[config.mk]
export PLATFORM = sky130hd
export DESIGN_NAME = multiplier_mac_pipe
export DESIGN_NICKNAME = d
export VERILOG_FILES = /design/src/rtl/multiplier_mac_pipe.sv
export SDC_FILE = /design/constraint.sdc
export NUM_CORES = 1
export LEC_CHECK = 0
export CORE_MARGIN = 2
export CORE_UTILIZATION = 40
export DETAILED_ROUTE_END_ITERATION = 12
export GPL_ROUTABILITY_DRIVEN = 0
export GPL_TIMING_DRIVEN = 0
export SYNTH_ARGS = -nofsm -noshare
export SYNTH_HDL_FRONTEND = slang
export SYNTH_SLANG_ARGS = --single-unit
[constraint.sdc]
create_clock -name clock -period 2.9 [get_ports clock]
set_input_delay 0.435 -clock clock [delete_from_list [all_inputs] [get_ports clock]]
set_output_delay 0.435 -clock clock [all_outputs]
set_load 0.02 [all_outputs]
[src/rtl/multiplier_mac_pipe.sv]
// -----------------------------------------------------------------------------
// multiplier_mac_pipe
//
// Shared MUL/MAC functional unit. It is fully pipelined and accepts one
// operation per cycle. The WIDTH x WIDTH product is formed in the issue cycle
// and extended to ACC_WIDTH bits: sign-extended for signed operands,
// zero-extended for unsigned ones. The product then passes through LATENCY-1
// register stages. The final stage applies the operation against the internal
// accumulator and registers the result.
//
// Ports
//   clock      rising-edge clock
//   reset_n    asynchronous active-low reset
//   in0/in1    multiplicand / multiplier (WIDTH bits)
//   signed_in  1: two's-complement operands, 0: unsigned
//   op         00 MUL, 01 MAC, 10 LOAD (acc := product), 11 same as MUL
//   valid_in   operands and op valid this cycle
//   out        result (ACC_WIDTH bits); holds its value between valid results
//   valid_out  out carries a new result this cycle
//   overflow   sticky MAC overflow flag, present only when
//              MULTIPLIER_MAC_OVERFLOW_EN is defined
//
// Optional feature macro: MULTIPLIER_MAC_OVERFLOW_EN
// -----------------------------------------------------------------------------
`timescale 1ns/1ps

module multiplier_mac_pipe #(
    parameter int WIDTH     = 16,
    parameter int LATENCY   = 2,
    parameter int ACC_WIDTH = 2*WIDTH+8
) (
    input  logic                 clock,
    input  logic                 reset_n,
    input  logic [WIDTH-1:0]     in0,
    input  logic [WIDTH-1:0]     in1,
    input  logic                 signed_in,
    input  logic [1:0]           op,
    input  logic                 valid_in,
    output logic [ACC_WIDTH-1:0] out,
    output logic                 valid_out
`ifdef MULTIPLIER_MAC_OVERFLOW_EN
    ,
    output logic                 overflow
`endif
);

    localparam int PW = 2*WIDTH;

    typedef enum logic [1:0] {
        OP_MUL     = 2'b00,
        OP_MAC     = 2'b01,
        OP_LOAD    = 2'b10,
        OP_MUL_ALT = 2'b11
    } op_e;

    // One pipeline slot: the extended product plus the control that travels
    // with it to the final stage.
    typedef struct packed {
        logic                 valid;
`ifdef MULTIPLIER_MAC_OVERFLOW_EN
        logic                 sgn;
`endif
        op_e                  op;
        logic [ACC_WIDTH-1:0] prod;
    } stage_t;

    // ---------------------------------------------------------------------
    // Issue stage: full-width product, extended to the accumulator width
    // ---------------------------------------------------------------------
    logic signed [PW-1:0] prod_s;
    logic        [PW-1:0] prod_u;
    stage_t               s0;
    stage_t               fin;

    assign prod_s = PW'($signed(in0)) * PW'($signed(in1));
    assign prod_u = PW'(in0) * PW'(in1);

    // NOTE: every combinational output gets a default before any branch, so
    // no path leaves a signal unassigned and no latch is inferred.
    always_comb begin
        s0       = '0;
        s0.valid = valid_in;
        s0.op    = op_e'(op);
`ifdef MULTIPLIER_MAC_OVERFLOW_EN
        s0.sgn   = signed_in;
`endif
        if (signed_in) begin
            s0.prod = ACC_WIDTH'(prod_s);   // signed source: sign-extends
        end else begin
            s0.prod = ACC_WIDTH'(prod_u);
        end
    end

    // ---------------------------------------------------------------------
    // Intermediate register stages (none when LATENCY == 1)
    // ---------------------------------------------------------------------
    generate
        if (LATENCY == 1) begin : g_comb
            assign fin = s0;
        end else begin : g_pipe
            stage_t pipe_q [LATENCY-1];

            // NOTE: state is updated with non-blocking assignments so every
            // stage samples the value its predecessor held before this edge.
            // NOTE: the whole stage array is reset, not just the valid bits.
            // This keeps the datapath free of X after reset. In-flight
            // operations are dropped because their valid bits clear.
            always_ff @(posedge clock or negedge reset_n) begin
                if (!reset_n) begin
                    for (int i = 0; i < LATENCY-1; i++) begin
                        pipe_q[i] <= '0;
                    end
                end else begin
                    pipe_q[0] <= s0;
                    for (int i = 1; i < LATENCY-1; i++) begin
                        pipe_q[i] <= pipe_q[i-1];
                    end
                end
            end

            assign fin = pipe_q[LATENCY-2];
        end
    endgenerate

    // ---------------------------------------------------------------------
    // Final stage: apply op against the accumulator, register the result
    // ---------------------------------------------------------------------
    logic [ACC_WIDTH-1:0] acc_q, acc_d;
    logic [ACC_WIDTH-1:0] out_q, out_d;
    logic                 valid_q;
    logic [ACC_WIDTH-1:0] sum;
    logic                 ovf_q, ovf_d;

`ifdef MULTIPLIER_MAC_OVERFLOW_EN
    logic                 carry;
    logic                 mac_ovf;

    assign {carry, sum} = {1'b0, acc_q} + {1'b0, fin.prod};

    // Signed overflow: both addends share a sign and the sum's sign differs.
    // Unsigned overflow: carry out of the top bit.
    assign mac_ovf = fin.sgn
                   ? ((acc_q[ACC_WIDTH-1] == fin.prod[ACC_WIDTH-1]) &&
                      (sum[ACC_WIDTH-1]   != acc_q[ACC_WIDTH-1]))
                   : carry;
`else
    // Plain modulo-2^ACC_WIDTH addition; the carry is dropped.
    assign sum = acc_q + fin.prod;
`endif

    always_comb begin
        acc_d = acc_q;
        out_d = out_q;
        ovf_d = ovf_q;
        if (fin.valid) begin
            case (fin.op)
                OP_MAC: begin
                    acc_d = sum;
                    out_d = sum;
`ifdef MULTIPLIER_MAC_OVERFLOW_EN
                    ovf_d = ovf_q | mac_ovf;
`endif
                end
                OP_LOAD: begin
                    acc_d = fin.prod;
                    out_d = fin.prod;
                    ovf_d = 1'b0;
                end
                default: begin
                    // MUL and its alias leave the accumulator untouched.
                    out_d = fin.prod;
                end
            endcase
        end
    end

    always_ff @(posedge clock or negedge reset_n) begin
        if (!reset_n) begin
            acc_q   <= '0;
            out_q   <= '0;
            valid_q <= 1'b0;
            ovf_q   <= 1'b0;
        end else begin
            acc_q   <= acc_d;
            out_q   <= out_d;
            valid_q <= fin.valid;
            ovf_q   <= ovf_d;
        end
    end

    assign out       = out_q;
    assign valid_out = valid_q;

`ifdef MULTIPLIER_MAC_OVERFLOW_EN
    assign overflow = ovf_q;
`endif

endmodule

==> impl_metrics.csv <==
group,metric,value,unit
cts,htreeDepth,4,
synthesis,synth_top_cell_by_area,"fa_1",
route,wirelength,63050,um
synthesis,yosysSeqAreaShare,0.1368,
global_routing,grt_overflow,0,
synthesis,synth_area_leaders,"fa_1 (34%), dfrtp_1 (14%), ha_1 (11%)",
synthesis,syn_area_per_cell,8.993,um2
route,wire_per_inst,18.84,um
synthesis,synth_commonest_cells,"inv_1 (480), fa_1 (367), nand2_1 (254), ha_1 (193), a21oi_1 (144)",
setup_path,crit_fanout,10,
floorplan,fp.dieW,235.3,um
cts,ctsLongestPathBuffers,2,
synthesis,syn_nets,2978,
cells_and_area,nets,3244,
sta,tightest_slew,0.8222,ns
sta,fmax,164.6,MHz
placement,io_buffers,78,
sta,slew_headroom,0.4519,
setup_path,r2r_start,"fin[8]",
route,firstDrtPassIters,7,
sta,maxSlewViolCount,0,
setup_path,cpMaxStageDelayCell,"fa_1",
synthesis,synthCells,2380,
global_routing,grt_max_degree,65,
floorplan,io_pins,79,
global_routing,grt_usage,0.2265,
cts,cts_tree,"done",
cells_and_area,drive_gt1_frac,0.2197,
route,drt-initial-drc-count,891,
sta,rsz0062_at_grt,"yes",
setup_path,cp.arrival,6.37,ns
synthesis,yosysMostFrequentCell,"inv_1",
run,maxCapViolations,0,
synthesis,synth_area,21400,um2
cts,clock_sinks,117,
hold_path,holdCritStartpoint,"op[0]",
floorplan,coreArea,52760,um2
synthesis,synth-seq-cells,117,
placement,dp_hpwl,50030,um
sta,finalHoldViolations,0,
sta,period_share,2.095,
floorplan,dieArea,55380,um2
cts,cts_buffers,17,
sta,finalCriticalPeriod,6.076,ns
global_routing,grt_pass1_vias,18503,
setup_path,crit_top_cell,"fa_1",
synthesis,synthArstFlopShare,1.000,
synthesis,ys.flop_type,"dfrtp_1",
hold_path,hp-class,"input port to flop",
setup_path,worstSetupStartpointType,"input port",
cts,root_buffer,"clkbuf_16",
sta,fin_ws,-3.176,ns
route,via_count,17232,
cells_and_area,diodes,0,
sta,clock_skew,0.009941,ns
setup_path,worst_ep_required_time,3.19,ns
setup_path,path_cells,"buf_4 -> clkbuf_16 -> nand2_1 -> fa_1 -> fa_1 -> inv_1 -> fa_2 -> fa_1 -> inv_1 -> fa_1 -> fa_1 -> inv_2 -> ha_4 -> buf_4 -> and2_4 -> nand3_2 -> a2111oi_4 -> o21a_2 -> a311o_1 -> a41oi_2 -> buf_4 -> buf_4 -> a211oi_1 -> nor4_1",
cells_and_area,nFillCells,4778,
floorplan,start_util,0.4057,
floorplan,row_count,84,
sta,setup_viol,56,
sta,setup-tns-final,-71.61,ns
run_status,status,"finished, violations left",
run_status,violations,"negative setup slack",
cts,clk_pin_slew,0.06,ns
route,ant_nets,0,
synthesis,synth_top_area_share,0.3433,
global_routing,grt_first_pass_wirelength,99570,um
synthesis,ys_types,73,
setup_path,slowest_delay,0.56,ns
cts,clock_latency,0.42,ns
synthesis,yosysWarnings,0,
global_routing,grt_antenna_before_repair,0,
synthesis,synth_edf_count,0,
route,avgViaCountPerCell,5.150,
setup_path,crit_type,"input port to flop",
setup_path,startpoint,"in0[14]",
cells_and_area,syn2layout_area_growth,28.75,%
floorplan,die_y,235.3,um
setup_path,end_kind,"flop",
route,drc,0,
cell families (layout without fill, tap and decap cells):
family,Yosys count,count (layout),share of synthesized area
xor gates and xnor gates,90,90,0.03683
DFF,117,117,0.1368
and+or+nand+nor,630,630,0.1402
adders and majority gates,560,560,0.4561
AOI/OAI and AO/OA,368,368,0.1046
muxes,52,52,0.02473
buffers and inverters,563,841,0.1008
flip-flops by register name, indices dropped and copies added, names as in the netlist:
signal,count
acc_q,40
fin,36
out,40
valid_out,1
worst paths after layout:
check / endpoint / slack, ns / depth (start not counted)
max: fin[30] / -3.18 / 24
min: fin[40] / 0.45 / 1
max reg2reg: acc_q[39] / -0.30 / 11
min reg2reg: valid_out / 0.46 / 0
max in group asynchronous: out[27] / 1.63 / 3
min in group asynchronous: fin[1] / 0.55 / 2
worst max-delay path: cells and delay by family:
family	cells	cell delay, ns
adder cells (fa/ha/maj)	7	3.39
AO/OA/AOI/OAI	5	1.23
buffers and inverters	8	0.88
AND/OR/NAND/NOR	4	0.43
repair_timing:
action	4_1_cts	5_1_grt
gates cloned	2	0
setup endpoints to repair	73	70
hold endpoints to repair	1	0
pin swaps	136	122
buffers inserted	124	55
hold buffers	1	0
gates resized for setup	452	153
cell type report:
class / count / area (um2) / share of cell area
timing repair buffer: 250 / 2395 / 0.08690
buffer: 79 / 894.6 / 0.03246
inverter: 481 / 1808 / 0.06561
clock buffer: 21 / 450.4 / 0.01635
tap: 688 / 860.8 / 0.03124
multi-input combinational: 1700 / 18110 / 0.6571
clock inverter: 10 / 107.6 / 0.003905
sequential: 117 / 2934 / 0.1065
placed cells by master (no fill, tap or decap), types with 11 or more instances in the layout:
cell type        synthesis  final
inv_1                  480    441
xnor2_2                  0     19
nand2b_1                17     17
clkbuf_16                0     37
fa_2                     0     23
o21ai_2                  1     13
nor2_1                 131    128
a21oi_2                  1     28
a21oi_1                144    106
a21oi_4                  0     11
nand2_1                254    233
nand2_2                  0     12
buf_4                    6    137
xor2_1                  29     23
nand3_1                 17     15
o21ai_0                 72     36
dfrtp_1                117    112
fa_1                   367    344
nor3_1                  16     13
o21a_1                  14     13
inv_2                    0     38
a31oi_1                 27     21
ha_1                   193    136
mux2i_1                 45     44
buf_12                   0     12
and2_1                 127    108
clkdlybuf4s50_1          0     45
buf_6                    3     52
clkbuf_1                66     35
and2_4                   0     19
ha_4                     0     54
xnor2_1                 61     42
o21ai_1                  8     28
o21bai_1                16     14
a21o_1                  31     31
metal layers:
| metal | routed length [um] | track usage | up-vias |
|---|---|---|---|
| met3 | 2736 | 0.02287 | 126 |
| met2 | 30010 | 0.3918 | 541 |
| met4 | 2092 | 0.06640 | 0 |
| met5 | 0 | 0 | - |
| li1 | - | - | 7996 |
| met1 | 28210 | 0.3017 | 8569 |
per-stage QoR:
stage | worst slack [ns] | area (um2) | cells | util | hold slack, ns
CTS | -3.104 | 26600 | 3301 | 0.5042 | 0.4423
detailed placement | -4.836 | 23880 | 3147 | 0.4525 | 0.4422
global placement | -4.790 | 23850 | 3146 | 0.4520 | 0.4422
finish | -3.176 | 27560 | 3346 | 0.5223 | 0.4523
floorplan | -3.012 | 22210 | 2380 | - | 0.1394
global route | -3.318 | 27560 | 3346 | 0.5223 | 0.4620
Power is left out: the tool's default activity adds up to more than one toggle a clock period on the data nets, which glitch-free logic cannot reach.
